**config.mk**
```make
export PLATFORM = sky130hd
export DESIGN_NAME = rv32f_wb_scoreboard_flat
export DESIGN_NICKNAME = d
export VERILOG_FILES = /design/src/rtl/rv32f_wb_scoreboard_if.sv /design/src/rtl/rv32f_wb_scoreboard.sv /design/src/flat_wrapper.sv
export SDC_FILE = /design/constraint.sdc
export NUM_CORES = 1
export LEC_CHECK = 0
export BUFFER_PORTS_ARGS = -buffer_cell sky130_fd_sc_hd__buf_4
export CAP_MARGIN = 10
export CORE_ASPECT_RATIO = 0.75
export CORE_MARGIN = 2
export CORE_UTILIZATION = 30
export CTS_CLUSTER_SIZE = 24
export DETAILED_ROUTE_END_ITERATION = 6
export HOLD_SLACK_MARGIN = 0.02
export PLACE_DENSITY_LB_ADDON = 0.2
export SLEW_MARGIN = 20
export SYNTH_ARGS = -nofsm -noshare
export SYNTH_HDL_FRONTEND = slang
export SYNTH_SLANG_ARGS = --single-unit
export TNS_END_PERCENT = 30
```
**constraint.sdc**
```tcl
create_clock -name clk -period 4.3 [get_ports clk]
set_clock_uncertainty 0.2 [all_clocks]
set_input_delay 0.215 -clock clk [delete_from_list [all_inputs] [get_ports clk]]
set_output_delay 0.215 -clock clk [all_outputs]
set_load 0.05 [all_outputs]
```
**src/rtl/rv32f_wb_scoreboard_if.sv**
```systemverilog
// Bus bundle between FP decode/FPU/load-return and the FP writeback scoreboard.
// The master side is the pipeline that drives issue/completion requests; the slave side is the scoreboard.
interface rv32f_wb_scoreboard_if #(
    parameter int NUM_REGS = 32
);
    logic                issue_valid;
    logic [4:0]          issue_rs1;
    logic [4:0]          issue_rs2;
    logic [4:0]          issue_rd;
    logic                issue_use_rs1;
    logic                issue_use_rs2;
    logic                issue_wr_rd;
    logic                issue_stall;

    logic                fpu_done;
    logic [4:0]          fpu_rd;
    logic [31:0]         fpu_result;

    logic                ld_valid;
    logic [4:0]          ld_rd;
    logic [31:0]         ld_data;
    logic                ld_ready;

    logic                f_wen;
    logic [4:0]          f_rd;
    logic [31:0]         f_wdata;

    logic [NUM_REGS-1:0] pending;

    modport master (
        output issue_valid, issue_rs1, issue_rs2, issue_rd,
        output issue_use_rs1, issue_use_rs2, issue_wr_rd,
        output fpu_done, fpu_rd, fpu_result,
        output ld_valid, ld_rd, ld_data,
        input  issue_stall, ld_ready, f_wen, f_rd, f_wdata, pending
    );

    modport slave (
        input  issue_valid, issue_rs1, issue_rs2, issue_rd,
        input  issue_use_rs1, issue_use_rs2, issue_wr_rd,
        input  fpu_done, fpu_rd, fpu_result,
        input  ld_valid, ld_rd, ld_data,
        output issue_stall, ld_ready, f_wen, f_rd, f_wdata, pending
    );
endinterface

```
**src/rtl/rv32f_wb_scoreboard.sv**
```systemverilog
// FP register scoreboard plus writeback arbiter: tracks pending destinations, stalls hazards,
// and merges FPU completions with FLW returns onto a single registered register-file write port.
module rv32f_wb_scoreboard #(
    parameter int NUM_REGS = 32
) (
    input  logic                 clk,
    input  logic                 n_rst,
    rv32f_wb_scoreboard_if.slave sb
);

    typedef enum logic [1:0] {
        WSRC_NONE = 2'd0,
        WSRC_FPU  = 2'd1,
        WSRC_HOLD = 2'd2,
        WSRC_LOAD = 2'd3
    } wsrc_e;

    logic [NUM_REGS-1:0] pending_r;
    logic [NUM_REGS-1:0] pending_nxt_s;
    logic                hold_full_r;
    logic [4:0]          hold_rd_r;
    logic [31:0]         hold_data_r;
    logic                f_wen_r;
    logic [4:0]          f_rd_r;
    logic [31:0]         f_wdata_r;

    wsrc_e               wsrc_s;
    logic                ld_fire_s;
    logic                capture_s;
    logic                stall_s;
    logic                accept_s;
    logic                wen_s;
    logic [4:0]          wrd_s;
    logic [31:0]         wdata_s;

    function automatic logic [NUM_REGS-1:0] reg_onehot(input logic [4:0] idx);
        logic [NUM_REGS-1:0] oh;
        oh = '0;
        for (int i = 0; i < NUM_REGS; i++) begin
            if (idx == 5'(i)) begin
                oh[i] = 1'b1;
            end else begin
                oh[i] = 1'b0;
            end
        end
        return oh;
    endfunction

    // Hazard detection against registered pending bits only; an in-flight write is not bypassed.
    always_comb begin
        stall_s = 1'b0;
        if (sb.issue_valid) begin
            stall_s = (sb.issue_use_rs1 && (|(reg_onehot(sb.issue_rs1) & pending_r))) ||
                      (sb.issue_use_rs2 && (|(reg_onehot(sb.issue_rs2) & pending_r))) ||
                      (sb.issue_wr_rd   && (|(reg_onehot(sb.issue_rd)  & pending_r)));
        end else begin
            stall_s = 1'b0;
        end
        accept_s = sb.issue_valid && !stall_s;
    end

    // Writeback source arbitration: FPU cannot be back-pressured, so a colliding load is parked.
    always_comb begin
        wsrc_s    = WSRC_NONE;
        capture_s = 1'b0;
        ld_fire_s = sb.ld_valid && !hold_full_r;
        if (sb.fpu_done) begin
            wsrc_s    = WSRC_FPU;
            capture_s = ld_fire_s;
        end else if (hold_full_r) begin
            wsrc_s = WSRC_HOLD;
        end else if (ld_fire_s) begin
            wsrc_s = WSRC_LOAD;
        end else begin
            wsrc_s = WSRC_NONE;
        end
    end

    // Write-port data mux for the selected source.
    always_comb begin
        wen_s   = 1'b0;
        wrd_s   = 5'd0;
        wdata_s = 32'd0;
        case (wsrc_s)
            WSRC_FPU: begin
                wen_s   = 1'b1;
                wrd_s   = sb.fpu_rd;
                wdata_s = sb.fpu_result;
            end
            WSRC_HOLD: begin
                wen_s   = 1'b1;
                wrd_s   = hold_rd_r;
                wdata_s = hold_data_r;
            end
            WSRC_LOAD: begin
                wen_s   = 1'b1;
                wrd_s   = sb.ld_rd;
                wdata_s = sb.ld_data;
            end
            default: begin
                wen_s   = 1'b0;
                wrd_s   = 5'd0;
                wdata_s = 32'd0;
            end
        endcase
    end

    // Pending update: clear for the write leaving the port, then set so a new issue wins a tie.
    always_comb begin
        pending_nxt_s = pending_r;
        if (f_wen_r) begin
            pending_nxt_s = pending_nxt_s & ~reg_onehot(f_rd_r);
        end else begin
            pending_nxt_s = pending_nxt_s;
        end
        if (accept_s && sb.issue_wr_rd) begin
            pending_nxt_s = pending_nxt_s | reg_onehot(sb.issue_rd);
        end else begin
            pending_nxt_s = pending_nxt_s;
        end
    end

    // Scoreboard state register.
    always_ff @(posedge clk) begin
        if (!n_rst) begin
            pending_r <= '0;
        end else begin
            pending_r <= pending_nxt_s;
        end
    end

    // One-entry load hold buffer; it only fills while empty, since ld_ready gates the handshake.
    always_ff @(posedge clk) begin
        if (!n_rst) begin
            hold_full_r <= 1'b0;
            hold_rd_r   <= 5'd0;
            hold_data_r <= 32'd0;
        end else if (capture_s) begin
            hold_full_r <= 1'b1;
            hold_rd_r   <= sb.ld_rd;
            hold_data_r <= sb.ld_data;
        end else if (wsrc_s == WSRC_HOLD) begin
            hold_full_r <= 1'b0;
        end else begin
            hold_full_r <= hold_full_r;
        end
    end

    // Registered register-file write port.
    always_ff @(posedge clk) begin
        if (!n_rst) begin
            f_wen_r   <= 1'b0;
            f_rd_r    <= 5'd0;
            f_wdata_r <= 32'd0;
        end else begin
            f_wen_r   <= wen_s;
            f_rd_r    <= wrd_s;
            f_wdata_r <= wdata_s;
        end
    end

    assign sb.issue_stall = stall_s;
    assign sb.ld_ready    = ~hold_full_r;
    assign sb.f_wen       = f_wen_r;
    assign sb.f_rd        = f_rd_r;
    assign sb.f_wdata     = f_wdata_r;
    assign sb.pending     = pending_r;

endmodule

```
**src/flat_wrapper.sv**
```systemverilog
// flat-port wrapper written by rule: the top's interface ports become plain ports
module rv32f_wb_scoreboard_flat 
#(
    parameter int NUM_REGS = 32
)
  (clk, n_rst, sb_issue_valid, sb_issue_rs1, sb_issue_rs2, sb_issue_rd, sb_issue_use_rs1, sb_issue_use_rs2, sb_issue_wr_rd, sb_fpu_done, sb_fpu_rd, sb_fpu_result, sb_ld_valid, sb_ld_rd, sb_ld_data, sb_issue_stall, sb_ld_ready, sb_f_wen, sb_f_rd, sb_f_wdata, sb_pending);
  rv32f_wb_scoreboard_if #(.NUM_REGS(NUM_REGS)) sb_i ();
  input  logic clk;
  input  logic n_rst;
  input wire logic [$bits(sb_i.issue_valid)-1:0] sb_issue_valid;
  input wire logic [$bits(sb_i.issue_rs1)-1:0] sb_issue_rs1;
  input wire logic [$bits(sb_i.issue_rs2)-1:0] sb_issue_rs2;
  input wire logic [$bits(sb_i.issue_rd)-1:0] sb_issue_rd;
  input wire logic [$bits(sb_i.issue_use_rs1)-1:0] sb_issue_use_rs1;
  input wire logic [$bits(sb_i.issue_use_rs2)-1:0] sb_issue_use_rs2;
  input wire logic [$bits(sb_i.issue_wr_rd)-1:0] sb_issue_wr_rd;
  input wire logic [$bits(sb_i.fpu_done)-1:0] sb_fpu_done;
  input wire logic [$bits(sb_i.fpu_rd)-1:0] sb_fpu_rd;
  input wire logic [$bits(sb_i.fpu_result)-1:0] sb_fpu_result;
  input wire logic [$bits(sb_i.ld_valid)-1:0] sb_ld_valid;
  input wire logic [$bits(sb_i.ld_rd)-1:0] sb_ld_rd;
  input wire logic [$bits(sb_i.ld_data)-1:0] sb_ld_data;
  output wire logic [$bits(sb_i.issue_stall)-1:0] sb_issue_stall;
  output wire logic [$bits(sb_i.ld_ready)-1:0] sb_ld_ready;
  output wire logic [$bits(sb_i.f_wen)-1:0] sb_f_wen;
  output wire logic [$bits(sb_i.f_rd)-1:0] sb_f_rd;
  output wire logic [$bits(sb_i.f_wdata)-1:0] sb_f_wdata;
  output wire logic [$bits(sb_i.pending)-1:0] sb_pending;
  assign sb_i.issue_valid = sb_issue_valid;
  assign sb_i.issue_rs1 = sb_issue_rs1;
  assign sb_i.issue_rs2 = sb_issue_rs2;
  assign sb_i.issue_rd = sb_issue_rd;
  assign sb_i.issue_use_rs1 = sb_issue_use_rs1;
  assign sb_i.issue_use_rs2 = sb_issue_use_rs2;
  assign sb_i.issue_wr_rd = sb_issue_wr_rd;
  assign sb_i.fpu_done = sb_fpu_done;
  assign sb_i.fpu_rd = sb_fpu_rd;
  assign sb_i.fpu_result = sb_fpu_result;
  assign sb_i.ld_valid = sb_ld_valid;
  assign sb_i.ld_rd = sb_ld_rd;
  assign sb_i.ld_data = sb_ld_data;
  assign sb_issue_stall = sb_i.issue_stall;
  assign sb_ld_ready = sb_i.ld_ready;
  assign sb_f_wen = sb_i.f_wen;
  assign sb_f_rd = sb_i.f_rd;
  assign sb_f_wdata = sb_i.f_wdata;
  assign sb_pending = sb_i.pending;
  rv32f_wb_scoreboard #(.NUM_REGS(NUM_REGS)) u_core (.clk(clk), .n_rst(n_rst), .sb(sb_i));
endmodule
```
After elaboration in Yosys (flattened, before gate mapping):

Cells that the tools add are included.

* add/subtract/negate cells: 0
* multipliers: 0
* div/mod/pow operators: 0
* magnitude comparators: 0
* equal/unequal tests: 127
* shift-type cells: 0
* multiplexer cells: 300
* bitwise operators: 7
* reductions and logical operators: 19

Operators by type and width (number)
* == test 5 bit, second input constant: 64
* two-way mux 1 bit: 293
* == test 5 x 4 -> 1 bit, second input constant: 32
* AND 32 bit: 4
* case mux 32 bit (3 select lines): 1
* OR reduction 32 bit: 3
* == test 5 x 3 -> 1 bit, second input constant: 16
* two-way mux 32 bit: 2
* == test 5 x 2 -> 1 bit, second input constant: 8
* inverter 32 bit: 1
* OR 32 bit: 1
* == test 5 x 1 -> 1 bit, second input constant: 4
* logical NOT 5 bit: 4
* case mux 5 bit (3 select lines): 1
* logical AND 1 bit: 6
* two-way mux 2 bit: 3
* == test 2 bit, second input constant: 2
* OR reduction 3 bit: 1
* == test 2 x 1 -> 1 bit, second input constant: 1
* logical NOT 1 bit: 2
* logical OR 1 bit: 2
* nonzero test 2 bit: 1
* inverter 1 bit: 1

* bits in registers: 108
* latch bits: 0
* memory bits (writable): 0
* memory bits (read-only): 0
* bits of input ports: 97
* output and inout bits: 72
* logic and storage cells: 460
* memories: 0

Longest topological paths before layout:

* depth after elaboration: 15
* depth in mapped cells: 10
* gate-level depth less buffers: 6

Worst setup path after synthesis:

No wires, ideal clock.

* path kind: flip-flop to output port
* start point: register u_core.pending_r[1], in the netlist u_core.sb.pending[1]
* end point: output sb_issue_stall
* data arrival time: 2.590 ns
* data required time: 3.885 ns
* setup slack: 1.295 ns
* stages on the path, launching flop included: 8
* path buffers: 1
* cells stage by stage: dfxtp_1 -> or4b_2 -> a21oi_1 -> a311o_1 -> a21oi_1 -> nor2_1 -> clkbuf_1 -> o31a_1

* word-level cells in the longest chain between the ends: 6
* elaborated cells on any way between the ends: 12
* those cells by class: 1 x mux; 3 x bitwise; 8 x reduce/logical

Ends and longest elaborated chain
* start: declaration: RTL line rv32f_wb_scoreboard.sv:18 `logic [NUM_REGS-1:0] pending_r;`
* start signal: assignment: RTL line rv32f_wb_scoreboard.sv:128 `pending_r <= pending_nxt_s;`
* AND 32 bit (on tied branches): RTL line rv32f_wb_scoreboard.sv:53, rv32f_wb_scoreboard.sv:54
* OR reduction 32 bit (on tied branches): RTL line rv32f_wb_scoreboard.sv:53, rv32f_wb_scoreboard.sv:54
* logical AND 1 bit (on tied branches): RTL line rv32f_wb_scoreboard.sv:53, rv32f_wb_scoreboard.sv:54
* logical OR 1 bit: RTL line rv32f_wb_scoreboard.sv:53 `stall_s = (sb.issue_use_rs1 && (|(reg_onehot(sb.issue_rs1) & pending_r))) ||`
* logical OR 1 bit *: RTL line rv32f_wb_scoreboard.sv:54 `(sb.issue_use_rs2 && (|(reg_onehot(sb.issue_rs2) & pending_r))) ||`
* two-way mux 1 bit *: RTL line rv32f_wb_scoreboard.sv:52 `if (sb.issue_valid) begin`
* end: declaration: RTL line flat_wrapper.sv:23 `output wire logic [$bits(sb_i.issue_stall)-1:0] sb_issue_stall;`

Every way passes the cells marked *; elsewhere a longest branch is shown, timed or not.

Worst setup path after layout:

* start point: register u_core.pending_r[31], in the netlist u_core.sb.pending[31]
* end point: output sb_issue_stall

The elaborated chain is that of the path after synthesis.

==> flow_summary.ini <==
[sta]
fmax_mhz = 319.1
setup_viol_count_final = 0
min_period_over_period_pct = 72.88
fin_crit_ns = 3.134
slew_violations = 0
finalHoldViolations = 0
rsz0062_at_grt = false
tightestPinTransition_ns = 1.002
relSlewSlack_pct = 32.85
setup_slack_ns = 1.166
setup_tns_ns = 0

[clock_network]
cts_made_buffers = 9
path_clk_slew_ns = 0.08
cts_sinks = 108
cts_root_buf = clkbuf_16
worstSkewPairLatency_ns = 0.34
cts_resized = 0
cts_tree = done
ctsHtreeMaxLevel = 3
clockBufferDepth = 2

[pwr]
netSwitchingFraction_pct = 30.16
intPower_mw = 1.633
seq_power_share_pct = 45.3
power_switching_uw = 705.2
peakVddDrop_mv = 0.1834
p_comb_share_pct = 20.7
power_density_nw_per_um2 = 285.3
p_leak_nw = 3.356
finalPower_mw = 2.338
clkPwrFrac_pct = 34.0

[synth]
synth_ff_type = dfxtp_1
post-synth-top-area-cell = dfxtp_1
ys_top_cells_by_area = dfxtp_1 (37%), a21oi_1 (6.9%), nand2_1 (6.0%)
synth_common_cells = dfxtp_1 (108), nand2_1 (93), a21oi_1 (81), nor2_1 (81), clkbuf_1 (50)
synth.distinct_cells = 65
async_flop_share_pct = 0
syn_inst = 734
synth_edf_count = 0
yosysWarnings = 0
netlist_area_um2 = 5859
synth_seq_cells = 108
synth_top_area_share_pct = 36.90
yosysSeqAreaShare_pct = 36.90
postSynthNetCount = 831
synth.avg_cell_area_um2 = 7.983
synth_most_common_cell = dfxtp_1

[global_routing]
grt_first_pass_wirelength_um = 32240
grt_util_all_layers_pct = 19.74
grt_pass1_vias = 5859
antenna_found_initial = 0
grt_max_degree = 79
grt.overflow.total = 0

[placement]
hpwl_um = 13490
place_inst = 1090
port_buffers = 168
place_congestion = 0.8766
dp_slack_ns = 1.488

[min_path]
min_path_type = in -> reg
hp-start = sb_issue_rd[0]

[setup_path]
critPathSlowestCell = mux4_2
crit_path_cell_trace = and2_0 > mux4_2 > a311o_1 > o21ai_1 > nor2_2 > o31a_1 > buf_4
cp_slowest_stage_delay_ns = 0.46
critical_path.top_delay_family = compound AO/OA/AOI/OAI gates
r2r_start = u_core.sb.pending[31]
critPathArrivalTime_ns = 2.72
cp_data_required_time_ns = 3.88
endpoint_kind = output pin
critPathLaunch = u_core.sb.pending[31]
cp_num_buf_inv = 1
critPathKind = reg -> out
startpoint_type = flip-flop
crit_path_max_fanout = 11

[cells_and_area]
fin_cells = 1179
fin_nets = 1019
drive_gt1_share_pct = 23.43
diodes = 0
area.growth.synth_to_final_pct = 39.87
n_fill_cell = 1984

[die]
die_w_um = 165.4
io_pins = 169
die_y_um = 125.0
rows = 44
core_um2 = 19270
initial_utilization_pct = 30.41
die_area_um2 = 20680

[detailed_routing]
drtAntennaViolNets = 0
wirelength_um = 20600
drc = 0
via_per_inst = 5.305
vias = 6255
dr.first_iter.drc_count = 635
wl_per_cell_um = 17.47
first_pass_iters = 5

[run]
maxCapViolations = 0

[status]
run_status = completed
state kept, by name, indices dropped and copies added (netlist names):
| signal | flops |
|---|---|
| u_core.sb.f_wdata | 32 |
| u_core.sb.pending | 32 |
| u_core.hold_full_r | 1 |
| u_core.sb.f_rd | 5 |
| u_core.hold_rd_r | 5 |
| u_core.sb.f_wen | 1 |
| u_core.hold_data_r | 32 |
per-layer routing:
| layer | vias to the layer above | global-route usage [%] | routed length [um] |
|---|---|---|---|
| met5 | - | 0 | 0 |
| met4 | 0 | 5.578 | 352 |
| met2 | 242 | 29.71 | 9126 |
| met1 | 2938 | 28.03 | 9559 |
| met3 | 28 | 4.778 | 1556 |
| li1 | 3047 | - | - |
logic make-up (layout without fill, tap and decap cells):
| family | Yosys count | count (layout) | share of synthesized area, % |
|---|---|---|---|
| DFF | 108 | 108 | 36.90 |
| muxes | 20 | 20 | 4.036 |
| and+or+nand+nor | 290 | 290 | 23.90 |
| AOI/OAI and AO/OA | 238 | 238 | 29.32 |
| buffers and inverters | 78 | 270 | 5.851 |
through the flow:
stage / instance area (um2) / hold slack (ns) / utilization [%]
CTS: 8195 / 0.1107 / 42.53
global placement: 7179 / 0.2454 / 37.26
floorplan: 5859 / 0.1577 / -
global route: 8195 / 0.1517 / 42.53
finish: 8195 / 0.1245 / 42.53
detailed placement: 7179 / 0.2506 / 37.26
cell type report:
| cell class | count | area [um2] | area share (%) |
|---|---|---|---|
| flip-flops and latches | 108 | 2162 | 26.38 |
| clock buffers | 9 | 225.2 | 2.748 |
| inverters | 8 | 30.03 | 0.3664 |
| clock inverters | 6 | 50.05 | 0.6107 |
| multi-input cells | 548 | 3372 | 41.14 |
| well taps | 253 | 316.6 | 3.863 |
| repair buffers | 247 | 2039 | 24.89 |
final timing paths:
| kind | end | slack, ns | cells past startpoint |
|---|---|---|---|
| setup / recovery | sb_issue_stall | 1.17 | 7 |
| hold / removal | u_core.sb.pending[6] | 0.12 | 4 |
| setup reg to reg | u_core.sb.pending[31] | 1.47 | 7 |
| hold reg to reg | u_core.hold_rd_r[0] | 0.27 | 2 |
worst register-to-register path, delay by kind of cell (launching register included):
kind	cells	cell delay, ns
compound gates	3	1.00
buf+inv	1	0.27
flops	1	0.43
simple gates	2	0.37
mux	1	0.46
what timing repair did:
action                    CTS  global route
setup buffers               0             0
hold endpoints to repair   74             0
hold buffers               74             0
power groups by stage:
stage                     combinational (mW)  sequential [mW]  clock [mW]
after global routing                   0.527             1.06       0.858
after CTS                              0.484             1.06       0.823
final                                  0.485             1.06       0.795
after global placement                 0.430             1.08           0
after floorplan                        0.207             1.15           0
after detailed placement               0.428             1.08           0
placed cells by master, fill, tap and decap left out, drive strengths merged, types with 3 or more instances in the layout:
| master | n |
|---|---|
| nand4 | 5 |
| a21boi | 39 |
| a221oi | 3 |
| nor2b | 13 |
| a311o | 3 |
| inv | 10 |
| nor3b | 5 |
| a31oi | 5 |
| dlygate4sd3 | 74 |
| o41ai | 32 |
| mux2 | 6 |
| nor2 | 81 |
| clkbuf | 9 |
| o21ai | 15 |
| nand3 | 19 |
| buf | 173 |
| nand2 | 93 |
| nand3b | 4 |
| or3b | 4 |
| and3 | 42 |
| nor3 | 5 |
| o211ai | 36 |
| a21oi | 81 |
| nand2b | 6 |
| and3b | 5 |
| dfxtp | 108 |
| mux2i | 12 |
Note: power is estimated with default switching activity, not from simulation.
